### src/rtl/pc_sequencer.sv
// -----------------------------------------------------------------------------
// pc_sequencer
//
// Instruction-fetch controller. Owns the program counter, issues one
// instruction-memory request at a time (req/gnt, then rvalid), hands the
// fetched word to decode under stall backpressure, and applies redirects from
// execute. A redirect that arrives while a request is outstanding marks the
// pending response as stale (kill) so it is discarded when it returns.
//
// Optional feature macro: PC_MISALIGN_TRAP_EN
//   defined   : misaligned redirect targets load TRAP_VEC and pulse
//               misalign_err for one cycle.
//   undefined : redirect targets are word-aligned by clearing bits [1:0];
//               misalign_err is tied low.
//
// Parameters
//   RESET_PC       PC loaded on reset
//   TRAP_VEC       misalignment trap target (macro builds only)
//
// Ports
//   clk            clock, rising edge
//   rst            synchronous reset, active low
//   redirect_valid execute requests a PC change this cycle
//   redirect_pc    redirect target
//   stall          decode cannot accept an instruction this cycle
//   imem_req       fetch request valid
//   imem_addr      fetch address (equals pc_out)
//   imem_gnt       memory accepts the request
//   imem_rvalid    response data valid
//   imem_rdata     response data
//   inst_valid     instruction presented to decode
//   inst_data      instruction word
//   inst_pc        address of inst_data
//   pc_out         current fetch PC
//   misalign_err   one-cycle misaligned-redirect pulse
// -----------------------------------------------------------------------------
module pc_sequencer #(
  parameter logic [31:0] RESET_PC = 32'h0100_0000,
  parameter logic [31:0] TRAP_VEC = 32'h0100_0100
) (
  input  logic        clk,
  input  logic        rst,
  input  logic        redirect_valid,
  input  logic [31:0] redirect_pc,
  input  logic        stall,
  output logic        imem_req,
  output logic [31:0] imem_addr,
  input  logic        imem_gnt,
  input  logic        imem_rvalid,
  input  logic [31:0] imem_rdata,
  output logic        inst_valid,
  output logic [31:0] inst_data,
  output logic [31:0] inst_pc,
  output logic [31:0] pc_out,
  output logic        misalign_err
);

  typedef enum logic [1:0] {
    IDLE    = 2'd0,
    REQ     = 2'd1,
    WAIT    = 2'd2,
    DELIVER = 2'd3
  } state_t;

  state_t      state;
  logic [31:0] pc;
  logic        kill;
  logic [31:0] target;

  // Address actually loaded into the PC for a redirect request.
  function automatic logic [31:0] redirect_target(input logic [31:0] req_pc);
`ifdef PC_MISALIGN_TRAP_EN
    return (req_pc[1:0] != 2'b00) ? TRAP_VEC : req_pc;
`else
    return {req_pc[31:2], 2'b00};
`endif
  endfunction

  assign target     = redirect_target(redirect_pc);
  assign imem_req   = (state == REQ);
  assign inst_valid = (state == DELIVER);
  assign imem_addr  = pc;
  assign pc_out     = pc;

  always_ff @(posedge clk) begin
    if (!rst) begin
      state     <= IDLE;
      pc        <= RESET_PC;
      kill      <= 1'b0;
      inst_data <= 32'h0;
      inst_pc   <= 32'h0;
`ifdef PC_MISALIGN_TRAP_EN
      misalign_err <= 1'b0;
`endif
    end else begin
`ifdef PC_MISALIGN_TRAP_EN
      // Every state except IDLE honours a redirect, so that is when a
      // misaligned target is reported.
      misalign_err <= redirect_valid && (state != IDLE) &&
                      (redirect_pc[1:0] != 2'b00);
`endif
      case (state)
        IDLE: state <= REQ;

        REQ: begin
          if (redirect_valid) begin
            pc <= target;
            // Granted request was for the old PC: its response is stale.
            if (imem_gnt) begin
              kill  <= 1'b1;
              state <= WAIT;
            end
          end else if (imem_gnt) begin
            state <= WAIT;
          end
        end

        WAIT: begin
          if (imem_rvalid) begin
            if (kill || redirect_valid) begin
              kill  <= 1'b0;
              if (redirect_valid) pc <= target;
              state <= REQ;
            end else begin
              inst_data <= imem_rdata;
              inst_pc   <= pc;
              pc        <= pc + 32'd4;
              state     <= DELIVER;
            end
          end else if (redirect_valid) begin
            pc   <= target;
            kill <= 1'b1;
          end
        end

        DELIVER: begin
          // Redirect takes priority over stall and drops the held word.
          if (redirect_valid) begin
            pc    <= target;
            state <= REQ;
          end else if (!stall) begin
            state <= REQ;
          end
        end

        default: state <= IDLE;
      endcase
    end
  end

`ifndef PC_MISALIGN_TRAP_EN
  assign misalign_err = 1'b0;
`endif

endmodule

### config.mk
export PLATFORM = sky130hd
export DESIGN_NAME = pc_sequencer
export DESIGN_NICKNAME = d
export VERILOG_FILES = /design/src/rtl/pc_sequencer.sv
export SDC_FILE = /design/constraint.sdc
export NUM_CORES = 1
export LEC_CHECK = 0
export ABC_AREA = 1
export CAP_MARGIN = 5
export CORE_MARGIN = 10
export CORE_UTILIZATION = 40
export CTS_CLUSTER_DIAMETER = 150
export CTS_CLUSTER_SIZE = 16
export DETAILED_ROUTE_END_ITERATION = 8
export GPL_ROUTABILITY_DRIVEN = 1
export PLACE_DENSITY = 0.77
export REMOVE_ABC_BUFFERS = 1
export SLEW_MARGIN = 5
export SYNTH_ARGS = -nofsm -noshare
export SYNTH_HDL_FRONTEND = slang
export SYNTH_SLANG_ARGS = --single-unit
### constraint.sdc
create_clock -name clk -period 1.7 [get_ports clk]
set_clock_uncertainty 0.15 [all_clocks]
set_input_delay 0.34 -clock clk [delete_from_list [all_inputs] [get_ports clk]]
set_output_delay 0.34 -clock clk [all_outputs]
set_load 0.02 [all_outputs]
==> results of run 1 <==
[report_power, final]
group	total, mW	switching (mW)	internal [mW]
Sequential	3.05	0.380	2.67
Clock	2.17	0.876	1.29
Combinational	3.84	2.18	1.67
Total	9.06	3.43	5.63
[sequential cells by signal (all words and copies together), names as in the netlist]
name	flops
imem_addr	32
inst_data	32
inst_pc	32
state	2
kill	1
[layout make-up]
type,instances,area [µm²]
Fill cell,1177,4806
Multi-Input combinational cell,546,2889
Timing Repair Buffer,276,2683
Sequential cell,99,2036
Clock buffer,14,244.0
Tap cell,176,220.2
Inverter,47,200.2
Clock inverter,2,60.06
[synth_stat cells (all sizes together)]
library cell / n
nand2: 152
nor2: 138
o21ai: 109
dfxtp: 99
a21oi: 78
buf: 52
inv: 46
clkbuf: 23
nand3: 18
nor3: 10
xor2: 9
or2: 8
o21a: 6
ha: 5
a211oi: 2
a221oi: 2
o22ai: 2
a31oi: 1
and3: 1
clkinv: 1
conb: 1
mux2i: 1
nand4: 1
o2111ai: 1
o211ai: 1
[cells by family (layout without fill, tap and decap cells)]
| group | after synthesis | after routing | share of synthesized area (%) |
|---|---|---|---|
| AOI/OAI and AO/OA | 202 | 202 | 20.24 |
| xor gates and xnor gates | 9 | 9 | 1.485 |
| adders and majority gates | 5 | 5 | 1.178 |
| buffers and inverters | 122 | 339 | 11.71 |
| DFF | 99 | 99 | 37.32 |
| muxes | 1 | 1 | 0.1885 |
| other | 1 | 1 | 0.07062 |
| and+or+nand+nor | 328 | 328 | 27.80 |
[path summary, 6_finish.rpt]
kind,to,start,cells after the start
setup / recovery,imem_addr[6],redirect_valid,10
hold / removal,inst_pc[26],rst,3
setup reg to reg,imem_addr[6],state[0],9
hold reg to reg,imem_addr[1],imem_addr[1],2
[timing repair]
| action | in CTS | in global routing |
|---|---|---|
| setup buffers | 1 | 7 |
| hold buffers | 0 | 0 |
| pin swaps | 8 | 19 |
| gates resized for setup | 192 | 87 |
| setup endpoints to repair | 159 | 108 |
| gates cloned | 0 | 8 |
[layer usage]
layer	up-vias	wire [µm]
met5	-	0
met4	0	272
met3	22	1738
met2	203	9282
met1	2754	8065
li1	2885	-
[per-stage QoR]
step	cell area (µm²)	setup TNS [ps]	std cells
4_1_cts	7888	-0.5427	1145
3_5_place_dp	7627	-22420	1128
5_1_grt	8332	-2303	1160
3_3_place_gp	7627	-19830	1128
6_report	8332	-152.1	1160
2_1_floorplan	4867	-60520	692
[critical path, delay by kind of cell]
| kind | cells | cell delay, ps |
|---|---|---|
| buf+inv | 5 | 850 |
| simple gates | 3 | 430 |
| compound gates | 2 | 320 |
==> results.yml, run 1 <==
place:
  place_hpwl_um: 12960
  place_congestion: 0.8924
  pre_cts_ws_ps: -361.4
  io_buffers: 197
finish:
  nets: 1054
  layout_common_cells: "139 x nand2_1, 111 x nor2_1, 106 x dlygate4sd2_1"
  diodes: 0
  final_common_cell: "nand2_1"
  layout-drive-gt1-share_pct: 21.44
  finish.utilization_pct: 63.42
  area_growth_pct: 56.90
sta:
  fin_crit_ps: 1816
  finalHoldViolCount: 0
  setup_ws_ps: -116.3
  slew_viol_final: 0
  clock.fmax_mhz: 550.6
  period_share_pct: 106.8
  rsz0062_at_grt: "true"
  whs_ps: 159.3
  setup_viol: 3
grt:
  grt_max_degree: 63
  grt_usage_pct: 18.57
  use_met1_pct: 22.32
  grt.met3_usage_pct: 7.196
  grt_antenna_before_repair: 0
  grt_pass1_wl_um: 27860
  grt_pass1_vias: 5433
  gr-total-overflow: 0
  busiest_layer: "met2"
  grt_util_met2_pct: 29.92
worst_setup_path:
  r2r_setup_slack_ps: -110
  cp-start-kind: "input pin"
  end_kind: "flip-flop"
  cp_max_fo: 20
  critical_path.most_common_cell: "inv_4"
  path_cells: "clkdlybuf4s50_1 -> buf_6 -> nor2_8 -> inv_4 -> nor2_4 -> inv_4 -> buf_12 -> nor3_2 -> o22ai_1 -> a21oi_1"
  critPathSlowestCell: "clkdlybuf4s50_1"
  critical-path-max-stage-delay_ps: 410
  crit_arrival_ps: 1940
  cp_data_required_time_ps: 1820
  path_class: "in -> reg"
yosys:
  synthCells: 767
  ys_seq_elements: 99
  ys_seq_area_share_pct: 37.32
  synth_area_leader_cell: "dfxtp_1"
  ys_types: 41
  syn_area_per_cell_um2: 6.923
  yosysTopAreaCellShare_pct: 37.32
  synthesis.area_um2: 5310
  synth_area_leaders: "dfxtp_1 37%, nand2_1 10%, o21ai_0 9.5%"
  yosys_warnings: 0
floorplan:
  core_area_um2: 13140
  dieArea_um2: 18280
  die_w_um: 135.2
  io_pins: 201
  die_height_um: 135.2
  start_util_pct: 40.42
  rows: 42
power:
  total_power_mw: 9.065
  ir_worst_vdd_mv: 0.9297
  power_leakage_nw: 3.867
  power_density_nw_per_um2: 1088
clock_network:
  clk_latency_ps: 350
  clock-sinks: 99
  cts-root-buf: "clkbuf_16"
  path_clk_slew_ps: 60
  cts-buffers-inserted: 9
  cts_max_level: 3
  max-clock-path-buffers: 2
  cts_tree: "yes"
drt:
  antenna_left: 0
  drt-vias-per-instance: 5.055
  postRouteWirelength_um: 19360
  wire_per_inst_um: 16.69
  drc: 0
  via_count: 5864
  drtIter0Drc: 362
  dr.pass1.iters: 4
job:
  cap_violations: 0
status:
  failed_checks: "setup timing"
  status: "finished with violations"
min_path:
  worstHoldPathType: "in -> reg"
(Power assumes the default switching activity.)
==> run 2, diff against run 1 <==
--- a/config.mk
+++ b/config.mk
@@ -6,6 +6,7 @@
 export NUM_CORES = 1
 export LEC_CHECK = 0
 export ABC_AREA = 1
+export ABC_CLOCK_PERIOD_IN_PS = 1700
 export CAP_MARGIN = 5
 export CORE_MARGIN = 10
 export CORE_UTILIZATION = 40
==> results of run 2 <==
Final layout, timing and power as in run 1 (identical DEF).
